## config.mk

```make
export PLATFORM = sky130hd
export DESIGN_NAME = fp_mul_arbiter
export DESIGN_NICKNAME = d
export VERILOG_FILES = /design/src/rtl/fpm_arb_pkg.sv /design/src/rtl/rr_arbiter.sv /design/src/rtl/fp_mul_arbiter.sv
export SDC_FILE = /design/constraint.sdc
export NUM_CORES = 1
export LEC_CHECK = 0
export ABC_CLOCK_PERIOD_IN_PS = 3900
export CAP_MARGIN = 25
export CORE_AREA = 2 2 159 161
export CTS_BUF_LIST = sky130_fd_sc_hd__clkbuf_16
export CTS_CLUSTER_DIAMETER = 80
export DETAILED_ROUTE_END_ITERATION = 10
export DIE_AREA = 0 0 161 163
export PLACE_DENSITY_LB_ADDON = 0.3
export SLEW_MARGIN = 20
export SYNTH_ARGS = -nofsm -noshare
export SYNTH_HDL_FRONTEND = slang
export SYNTH_SLANG_ARGS = --single-unit
```

## constraint.sdc

```tcl
create_clock -name clk -period 3.9 [get_ports clk]
set_clock_uncertainty 0.1 [all_clocks]
set_input_delay 0.585 -clock clk [delete_from_list [all_inputs] [get_ports clk]]
set_output_delay 0.585 -clock clk [all_outputs]
set_load 0.01 [all_outputs]
```

## src/rtl/fpm_arb_pkg.sv

```systemverilog
// Shared types and defaults for the FP multiplier arbiter slice.
package fpm_arb_pkg;

    localparam int DATA_W_DEFAULT = 32;

    typedef enum logic [1:0] {
        IDLE  = 2'd0,
        SETUP = 2'd1,
        WAIT  = 2'd2,
        RESP  = 2'd3
    } state_t;

endpackage

```

## src/rtl/rr_arbiter.sv

```systemverilog
// Combinational round-robin arbiter: the search starts at ptr and wraps,
// granting the first asserted request as a one-hot vector.
module rr_arbiter #(
    parameter int N = 4
) (
    input  logic [N-1:0]         req,
    input  logic [$clog2(N)-1:0] ptr,
    output logic [N-1:0]         gnt
);

    localparam int IDX_W = $clog2(N);

    logic [IDX_W:0]   sum;
    logic [IDX_W-1:0] idx;
    logic             found;

    always_comb begin
        gnt   = '0;
        found = 1'b0;
        sum   = '0;
        idx   = '0;
        for (int unsigned i = 0; i < N; i++) begin
            // One extra bit so ptr+i cannot wrap before the modulo-N fold.
            sum = {1'b0, ptr} + (IDX_W+1)'(i);
            if (sum >= (IDX_W+1)'(N)) begin
                sum = sum - (IDX_W+1)'(N);
            end
            idx = sum[IDX_W-1:0];
            if (!found && req[idx]) begin
                gnt[idx] = 1'b1;
                found    = 1'b1;
            end
        end
    end

endmodule

```

## src/rtl/fp_mul_arbiter.sv

```systemverilog
// Round-robin front end that time-shares one external FP multiplier among
// NUM_REQ requesters, with a single operation in flight at a time.
module fp_mul_arbiter
    import fpm_arb_pkg::*;
#(
    parameter int NUM_REQ     = 4,
    parameter int MUL_LATENCY = 4,
    parameter int DATA_W      = DATA_W_DEFAULT
) (
    input  logic                      clk,
    input  logic                      reset,
    input  logic [NUM_REQ-1:0]        req_valid,
    output logic [NUM_REQ-1:0]        req_ready,
    input  logic [NUM_REQ*DATA_W-1:0] req_a,
    input  logic [NUM_REQ*DATA_W-1:0] req_b,
    output logic [NUM_REQ-1:0]        rsp_valid,
    output logic [DATA_W-1:0]         rsp_data,
    output logic                      rsp_overflow,
    output logic                      busy,
    output logic [7:0]                ovf_count,
    output logic                      mul_enable,
    output logic [DATA_W-1:0]         mul_in1,
    output logic [DATA_W-1:0]         mul_in2,
    input  logic [DATA_W-1:0]         mul_out,
    input  logic                      mul_overflow
);

    localparam int IDX_W = $clog2(NUM_REQ);
    localparam int CNT_W = (MUL_LATENCY > 1) ? $clog2(MUL_LATENCY) : 1;
    localparam logic [IDX_W-1:0] LAST_IDX = IDX_W'(NUM_REQ - 1);
    localparam logic [CNT_W-1:0] CNT_LOAD = CNT_W'(MUL_LATENCY - 1);

    state_t              state_q, state_d;
    logic [IDX_W-1:0]    last_grant_q, last_grant_d;
    logic [CNT_W-1:0]    cnt_q, cnt_d;
    logic                mul_enable_q, mul_enable_d;
    logic [DATA_W-1:0]   mul_in1_q, mul_in1_d;
    logic [DATA_W-1:0]   mul_in2_q, mul_in2_d;
    logic [DATA_W-1:0]   rsp_data_q, rsp_data_d;
    logic                rsp_overflow_q, rsp_overflow_d;
    logic [7:0]          ovf_count_q, ovf_count_d;

    logic [IDX_W-1:0]    rr_ptr;
    logic [IDX_W-1:0]    win_idx;
    logic [NUM_REQ-1:0]  gnt;
    logic [DATA_W-1:0]   win_a, win_b;
    logic                accept;

    assign rr_ptr = (last_grant_q == LAST_IDX) ? '0 : last_grant_q + 1'b1;

    rr_arbiter #(.N(NUM_REQ)) u_rr (
        .req (req_valid),
        .ptr (rr_ptr),
        .gnt (gnt)
    );

    always_comb begin
        win_idx = '0;
        win_a   = '0;
        win_b   = '0;
        for (int unsigned i = 0; i < NUM_REQ; i++) begin
            if (gnt[i]) begin
                win_idx = IDX_W'(i);
                win_a   = req_a[i*DATA_W +: DATA_W];
                win_b   = req_b[i*DATA_W +: DATA_W];
            end
        end
    end

    // Ready is also masked by reset so nothing looks accepted while held in reset.
    assign req_ready = (state_q == IDLE && reset) ? gnt : '0;
    assign accept    = |(req_valid & req_ready);

    always_comb begin
        state_d        = state_q;
        last_grant_d   = last_grant_q;
        cnt_d          = cnt_q;
        mul_enable_d   = mul_enable_q;
        mul_in1_d      = mul_in1_q;
        mul_in2_d      = mul_in2_q;
        rsp_data_d     = rsp_data_q;
        rsp_overflow_d = rsp_overflow_q;
        ovf_count_d    = ovf_count_q;
        case (state_q)
            IDLE: begin
                if (accept) begin
                    mul_in1_d    = win_a;
                    mul_in2_d    = win_b;
                    last_grant_d = win_idx;
                    state_d      = SETUP;
                end
            end
            SETUP: begin
                mul_enable_d = 1'b1;
                cnt_d        = CNT_LOAD;
                state_d      = WAIT;
            end
            WAIT: begin
                if (cnt_q == '0) begin
                    rsp_data_d     = mul_out;
                    rsp_overflow_d = mul_overflow;
                    mul_enable_d   = 1'b0;
                    state_d        = RESP;
                    if (mul_overflow && ovf_count_q != 8'hFF) begin
                        ovf_count_d = ovf_count_q + 8'd1;
                    end
                end else begin
                    cnt_d = cnt_q - 1'b1;
                end
            end
            RESP: begin
                state_d = IDLE;
            end
            default: begin
                state_d = IDLE;
            end
        endcase
    end

    always_ff @(posedge clk or negedge reset) begin
        if (!reset) begin
            state_q        <= IDLE;
            last_grant_q   <= LAST_IDX;
            cnt_q          <= '0;
            mul_enable_q   <= 1'b0;
            mul_in1_q      <= '0;
            mul_in2_q      <= '0;
            rsp_data_q     <= '0;
            rsp_overflow_q <= 1'b0;
            ovf_count_q    <= '0;
        end else begin
            state_q        <= state_d;
            last_grant_q   <= last_grant_d;
            cnt_q          <= cnt_d;
            mul_enable_q   <= mul_enable_d;
            mul_in1_q      <= mul_in1_d;
            mul_in2_q      <= mul_in2_d;
            rsp_data_q     <= rsp_data_d;
            rsp_overflow_q <= rsp_overflow_d;
            ovf_count_q    <= ovf_count_d;
        end
    end

    // last_grant_q doubles as the id of the operation in flight.
    always_comb begin
        rsp_valid = '0;
        if (state_q == RESP) begin
            rsp_valid[last_grant_q] = 1'b1;
        end
    end

    assign busy         = (state_q != IDLE);
    assign mul_enable   = mul_enable_q;
    assign mul_in1      = mul_in1_q;
    assign mul_in2      = mul_in2_q;
    assign rsp_data     = rsp_data_q;
    assign rsp_overflow = rsp_overflow_q;
    assign ovf_count    = ovf_count_q;

endmodule

```

Word-level counts from Yosys, hierarchy flattened
Cells that the tools add are included.

Word-level logic and storage cells: 119. Bits in registers: 112. Output and inout port bits: 115.

$lt $le $gt $ge: 14. Bitwise logic cells: 4. Add/subtract/negate cells: 10. Eq/ne operators: 8. Reduce and logical (&&, ||, !) cells: 24. Multiplexer cells: 50.

Operator list (number): $mux 32 (8); $mux 4 (6); $mux 2 (10); $lt 2x3->1 const B (5); $mux 1 (14); $or 4x4->4 (3); $demux 1 s2 (5); $ge 2x1->1 const B (5); $logic_and 1x1->1 (10); $reduce_and 2->1 (5); $sub 2x1->2 const B (5); $ge 3x3->1 const B (3); $add 8x1->8 const B (1); $bmux 1 s2 (4); $ne 8x8->1 const B (1); $pmux 2 s4 (1); $add 2x2->3 const B (2); $eq 2x2->1 const B (3); $ne 2x2->1 const B (3); $and 4x4->4 (1); $logic_not 2->1 (2); $pmux 2 s2 (1); $reduce_bool 2->1 (2); $reduce_or 4->1 (1); 7 further kinds (9).

Depth between registers and ports, before layout
Gate-level depths: netlist of the first run.

Depth in word-level cells: 21. Depth in mapped cells: 13.

Hierarchy
From an unflattened synthesis of the first run, not the netlist that was laid out.

Cell total of the unflattened synthesis: 563. Area, all modules: 6362.4 um^2.

By module, submodules not included: fp_mul_arbiter (times used 1, seq. area each 2805.2 um^2, cells an instance 533, area an instance 6059.6 um^2); rr_arbiter (times used 1, seq. area each 0.0 um^2, cells an instance 30, area an instance 302.8 um^2).

Worst setup path after synthesis of the first run
No wires, ideal clock.

Kind: reg-to-output. From: register last_grant_q[0]. To: output port req_ready[1]. Stages on the path, launching flop included: 12. Slack: 183 ps. Arrival time: 3032 ps. Path buffers: 3. Path through: dfstp_2 inv_1 ha_1 nor2_1 mux4_2 nor2_1 and2_1 or3_1 clkbuf_1 clkbuf_1 clkbuf_1 nor2b_1.

Word-level cells in the longest chain between the ends: 17.

RTL lines: start, declared (line fp_mul_arbiter.sv:34) `logic [IDX_W-1:0] last_grant_q, last_grant_d;`; start signal, assigned (line fp_mul_arbiter.sv:133) `last_grant_q <= last_grant_d;`; $add 2x1->2 or $eq 2x2->1 (tied branches) (line fp_mul_arbiter.sv:49) `assign rr_ptr = (last_grant_q == LAST_IDX) ? '0 : last_grant_q + 1'b1;`; $mux 2 * (line fp_mul_arbiter.sv:49); parallel branches: the longest is 13 deep, another holds $add 2x1->3; $mux 4 * (line rr_arbiter.sv:29) `if (!found && req[idx]) begin`; $mux 4 * (line fp_mul_arbiter.sv:71) `assign req_ready = (state_q == IDLE && reset) ? gnt : '0;`; end, declared (line fp_mul_arbiter.sv:13) `output logic [NUM_REQ-1:0] req_ready,`.

Every way passes the cells marked *. The select of a mux whose other input is x is not followed.

Worst setup path in the final report of the first run
From: register last_grant_q[1]. To: output port req_ready[3].

The elaborated chain is that of the path after synthesis.

==> results of run 1 <==
[cell usage in the layout, fill, tap and decap left out, types with 3 or more instances in the layout]
| cell | instances |
|---|---|
| mux2_2 | 34 |
| nand3_1 | 66 |
| o2bb2ai_1 | 64 |
| nor3_4 | 3 |
| nand2_1 | 74 |
| nand4_1 | 3 |
| nor2_1 | 75 |
| xnor2_1 | 5 |
| mux4_2 | 3 |
| xor2_1 | 3 |
| ha_1 | 11 |
| nor3_1 | 3 |
| clkbuf_16 | 9 |
| a21oi_1 | 69 |
| a211oi_4 | 3 |
| buf_4 | 19 |
| o31ai_1 | 4 |
| clkdlybuf4s50_1 | 406 |
| inv_1 | 14 |
| and2_1 | 6 |
| a31oi_1 | 64 |
| buf_12 | 6 |
| nand2b_1 | 4 |
| dfrtp_1 | 110 |
[kinds of logic after synthesis]
kind of cell / count (synthesis) / share of synthesized area (%)
buf+inv: 76 / 5.14
compound gates: 216 / 22.6
xor+xnor: 8 / 1.09
simple gates: 249 / 17.5
mux: 39 / 7.32
flops: 112 / 43.7
fa+ha+maj: 14 / 2.73
[through the flow]
stage | std cells | cell area (um2) | setup TNS (ns) | total power [mW]
2_1_floorplan | 714 | 6420 | 0 | 5.94
3_3_place_gp | 1410 | 10900 | 0 | 8.74
3_5_place_dp | 1410 | 10900 | 0 | 8.80
4_1_cts | 1426 | 11200 | -0.0125 | 9.87
5_1_grt | 1431 | 11400 | -0.00574 | 10.6
6_report | 1431 | 11400 | 0 | 9.86
[what timing repair did]
action | 4_1_cts | 5_1_grt
setup endpoints to repair | 4 | 4
buffers inserted | 0 | 5
resized for setup | 11 | 15
gates cloned | 0 | 0
endpoints found under the hold margin | 0 | 0
pin swaps | 4 | 7
[registers in the layout, indices dropped and copies added (netlist names), 2 cells and up]
register,flops
mul_in1,32
mul_in2,32
rsp_data,32
ovf_count,8
cnt_q,2
last_grant_q,2
state_q,2
[worst max path at each step]
stage	from	end	slack, ns	depth (start not counted)
finish	last_grant_q[1]$_DFFE_PN1P_	req_ready[3]	0.11	9
global placement	last_grant_q[1]$_DFFE_PN1P_	req_ready[1]	0.11	9
detailed placement	last_grant_q[1]$_DFFE_PN1P_	req_ready[1]	0.04	9
floorplan	last_grant_q[0]$_DFFE_PN1P_	req_ready[1]	0.18	11
global route	last_grant_q[0]$_DFFE_PN1P_	req_ready[1]	-0.003	9
CTS	last_grant_q[1]$_DFFE_PN1P_	req_ready[2]	-0.01	9
[area by class of cell]
type                       instances  share of cell area (%)
tap                              330                    3.63
multi-input combinational        526                    30.3
inverter                          14                   0.462
timing repair buffer             433                    38.2
clock inverter                     7                   0.704
clock buffer                       9                    1.98
sequential                       112                    24.7
[metal layers]
| layer | global-route usage (%) | vias up |
|---|---|---|
| li1 | - | 3357 |
| met1 | 21.6 | 3331 |
| met2 | 34.8 | 323 |
| met3 | 5.22 | 29 |
| met4 | 6.53 | 0 |
| met5 | 0 | - |
[power groups by stage]
stage | logic, mW | registers [mW] | clock network [mW]
final | 6.82 | 2.07 | 0.973
after global routing | 7.41 | 2.15 | 1.06
after CTS | 6.77 | 2.08 | 1.02
after detailed placement | 6.71 | 2.09 | 0
after global placement | 6.67 | 2.07 | 0
after floorplan | 3.62 | 2.32 | 0
==> metrics.md, run 1 <==
| Metric | Value |
|---|---|
| Result of the run | `finished clean` |
| R2R Path End | `state_q[1]$_DFFE_PN0P_` |
| Setup Viol. Count Final | `0` |
| Gr usage total | `19.1%` |
| Post-Syn Area | `6420 um2` |
| Tightest Pin Transition | `0.913 ns` |
| Ports | `410` |
| Clk buf depth | `2` |
| Clk pwr share | `9.9%` |
| Final Core Density | `46.1%` |
| Critical Path AT | `3.11 ns` |
| # nets final | `1405` |
| Number of port buffers | `409` |
| LEAKAGE | `4.30 nW` |
| Switching Share | `44.7%` |
| Largest net degree at the start of global routing | `87` |
| Top routing layer in use | `met4` |
| Reg2reg path depth | `11` |
| R2R Path Start | `last_grant_q[1]$_DFFE_PN1P_` |
| Top-area cell type share of the netlist area | `42.8%` |
| Critical Path Fanout Max | `5` |
| Routed met2 length | `13300 um` |
| Worst-path cell chain | `inv_2 > ha_2 > nor2_4 > mux4_2 > nor2b_4 > a22o_4 > nor3_4 > nor2_1 > clkdlybuf4s50_1` |
| Worst Hold Class | `input port to asynchronous set/reset pin` |
| Die extent in y | `163 um` |
| Pre-CTS setup slack | `0.0399 ns` |
| Fill cell count | `2415` |
| Final Max Slew Viols | `0` |
| GP Congestion | `0.876` |
| Layout cell share with drive strength beyond 1 | `9.54%` |
| DR pass1 iterations | `5` |
| DR iter-0 viols | `270` |
| DR DRC count | `0` |
| DR vias/cell | `4.92` |
| Post-CTS Hold Buffers | `0` |
| Final min period | `3.79 ns` |
| Worst path bufs/invs | `2` |
| Cell taking the most area after synthesis | `dfrtp_1` |
| Initial antenna violation count | `0` |
| Net Switching | `4.41 mW` |
| Final hold violation count | `0` |
| Gr ovfl total | `0` |
| Core footprint | `24700 um2` |
| Number of flops mapped to enable cells by yosys | `0` |
| Period utilization | `97.2%` |
| Internal power | `5.46 mW` |
| Worst hold slack | `0.219 ns` |
| DR WL met3 | `2070 um` |
| Register area | `2810 um2` |
| Worst stage delay on the critical path | `0.59 ns` |
| Via Count | `7040` |
| Syn Nets | `1023` |
| Pwr/cell area | `868 nW/um2` |
| FF-to-FF setup slack | `0.25 ns` |
| Setup WS post-layout | `0.108 ns` |
| Initial Utilization | `26.0%` |
| Ranking of synthesized cells by area | `dfrtp_1 43%, o2bb2ai_1 8.7%, a31oi_1 6.2%` |
| Synth top cells by count | `110 x dfrtp_1, 77 x nor2_1, 74 x nand2_1` |
| Worst Path Required | `3.21 ns` |
| Syn Inst Count | `714` |
| Number of antenna diodes | `0` |
| Power share of the combinational group | `69.2%` |
| Most used DFF post-synth | `dfrtp_1` |
| Post-Route M1 WL | `10500 um` |
| Post-DP HPWL | `19700 um` |
| Reg power frac | `21.0%` |
| Top-count cell post-synth | `dfrtp_1` |
| Worst-Skew Late Latency | `0.35 ns` |
| Clk pin slew, worst setup/hold paths | `0.08 ns` |
| Max VDD drop | `0.649 mV` |
| Std-Cell Rows | `58` |
| Die Span X | `161 um` |
| Critical path's slowest cell | `dfstp_2` |
| #FFs+latches synth | `112` |
| Cell variety after synth | `38` |
| Max Freq | `264 MHz` |
| Relative slew slack | `39.2%` |
| Area of the multi-input gates | `3440 um2` |
| First-pass GRT wire length | `38900 um` |
| Synth Warn # | `0` |
| Routed wire length | `26500 um` |
| Syn Area/Cell | `9.00 um2` |
| Vias in the first global route | `6952` |
| CTS H-tree depth | `3` |
| Die Area | `26200 um2` |
| Final ANT Viol Nets | `0` |
| CTS buffer count | `9` |
| TritonCTS Sinks | `112` |
| Area Growth Syn to Fin | `76.9%` |
| CP delay by family, top | `simple AND/OR/NAND/NOR gates` |
| CTS root buffer | `clkbuf_16` |
| MaxCap Viol Count | `0` |
| Ys async rst share | `100%` |
| CTS tree | `done` |
| Worst setup SP type | `flop` |
| Post-DR wirelength/cell | `18.5 um` |
| Seq/Total Area, Yosys | `43.7%` |
| CP Capture Type | `output port` |
| Worst Path Class, Setup | `flop to output port` |
Note: power is estimated with default switching activity, not from simulation.
==> run 2, diff against run 1 <==
- SETUP_SLACK_MARGIN: default -> 0.3
==> metrics.md, run 2 (same netlist as run 1, synthesis figures left out) <==
| Metric | Value |
|---|---|
| Result of the run | `finished clean` |
| Final Core Density | `46.2%` |
| Critical Path AT | `2.89 ns` |
| DR vias/cell | `4.95` |
| Final min period | `3.58 ns` |
| # nets final | `1410` |
| Period utilization | `91.7%` |
| Initial antenna violation count | `3` |
| First-pass GRT wire length | `40400 um` |
| Number of port buffers | `409` |
| Die Span X | `161 um` |
| CTS buffer count | `9` |
| Dpl cells | `1413` |
| Initial Utilization | `26.0%` |
| FF-to-FF setup slack | `0.42 ns` |
| Final Max Slew Viols | `0` |
| Worst hold slack | `0.233 ns` |
| Worst Path Required | `3.21 ns` |
| DR pass1 iterations | `5` |
| DR iter-0 viols | `332` |
| Post-DP HPWL | `20100 um` |
| Vias in the first global route | `7172` |
| Std-Cell Rows | `58` |
| CTS tree | `done` |
| Via Count | `7127` |
| TritonCTS Sinks | `112` |
| Ports | `410` |
| Clk pin slew, worst setup/hold paths | `0.09 ns` |
| Clk buf depth | `2` |
| RSZ-0062 raised after global routing | `true` |
| LEAKAGE | `4.32 nW` |
| Routed wire length | `27600 um` |
| Commonest non-fill, non-tap cell in the layout | `clkdlybuf4s50_1` |
| Die Area | `26200 um2` |
| Post-CTS Hold Buffers | `0` |
| Final ANT Viol Nets | `0` |
| CTS H-tree depth | `3` |
| Layout cell share with drive strength beyond 1 | `10.2%` |
| Setup Viol. Count Final | `0` |
| Tightest Pin Transition | `0.907 ns` |
| Pwr/cell area | `872 nW/um2` |
| Worst Hold Class | `input port to asynchronous set/reset pin` |
| Max VDD drop | `0.587 mV` |
| Commonest non-fill, non-tap cells in the layout | `404 x clkdlybuf4s50_1, 110 x dfrtp_1, 75 x nor2_1, 74 x nand2_1, 68 x a21oi_1` |
| Max Freq | `280 MHz` |
| Post-DR wirelength/cell | `19.1 um` |
| Gr ovfl total | `0` |
| CP Capture Type | `output port` |
| Fin cells | `1439` |
| Core footprint | `24700 um2` |
| GP Congestion | `0.875` |
| Worst setup SP type | `flop` |
| DR DRC count | `0` |
| R2R Path End | `state_q[1]$_DFFE_PN0P_` |
| MaxCap Viol Count | `0` |
| Area Growth Syn to Fin | `77.6%` |
| CTS root buffer | `clkbuf_16` |
| Critical Path Fanout Max | `5` |
| Worst-Skew Late Latency | `0.36 ns` |
| Reg2reg path depth | `9` |
| Worst Path Class, Setup | `flop to output port` |
| Final hold violation count | `0` |
| Setup TNS | `0 ns` |
| Relative slew slack | `39.5%` |
| Gr usage total | `19.9%` |
| Largest net degree at the start of global routing | `81` |
| R2R Path Start | `last_grant_q[1]$_DFFE_PN1P_` |
| Die extent in y | `163 um` |
## run 2: power by group
part | internal, mW | switching (mW) | leakage (nW)
registers | 1.75 | 0.343 | 1.30
clock network | 0.455 | 0.499 | 0.147
logic | 3.25 | 3.65 | 2.87
## run 2: final cells by class
class | count | area, um2
fill | 2408 | 13300
multi-input combinational | 526 | 3440
clock inverter | 7 | 72.6
tap | 330 | 413
antenna | 3 | 7.51
sequential | 112 | 2810
timing repair buffer | 438 | 4400
clock buffer | 9 | 225
inverter | 14 | 52.6
## run 2: worst max path at each step
stage | from | to | depth (start not counted)
finish | last_grant_q[1]$_DFFE_PN1P_ | req_ready[1] | 9
global route | last_grant_q[1]$_DFFE_PN1P_ | req_ready[3] | 10
CTS | last_grant_q[0]$_DFFE_PN1P_ | req_ready[2] | 9
detailed placement | last_grant_q[1]$_DFFE_PN1P_ | mul_in2[27]$_DFFE_PN0P_ | 12
global placement | req_valid[3] | req_ready[1] | 9
floorplan | last_grant_q[0]$_DFFE_PN1P_ | req_ready[1] | 11
## run 2: routing by layer
layer	track usage [%]	routed length, um
met3	6.06	2270
met4	8.28	761
met1	21.7	10600
met2	35.9	13900
met5	0	0
## run 2: critical path, stage by stage (launching register included)
cell and delay [ns]:
dfstp_2 0.54, inv_2 0.08, ha_4 0.19, nor2_4 0.15, mux4_2 0.54, nor2b_4 0.16
a22o_1 0.20, or3_4 0.37, nor2b_1 0.16, buf_2 0.16
## run 2: through the flow
stage	setup slack [ns]	power (mW)	cell area (um2)
floorplan	0.311	5.95	6430
global placement	0.130	8.76	10900
detailed placement	0.0157	8.85	10900
CTS	0.247	9.94	11300
global route	0.233	10.7	11400
finish	0.324	9.95	11400
## run 2: what timing repair did
action                     CTS  global route
buffers inserted             3             3
pin swaps                    4             4
setup endpoints to repair   69            71
gates cloned                 0             1
gates resized for setup     19            16
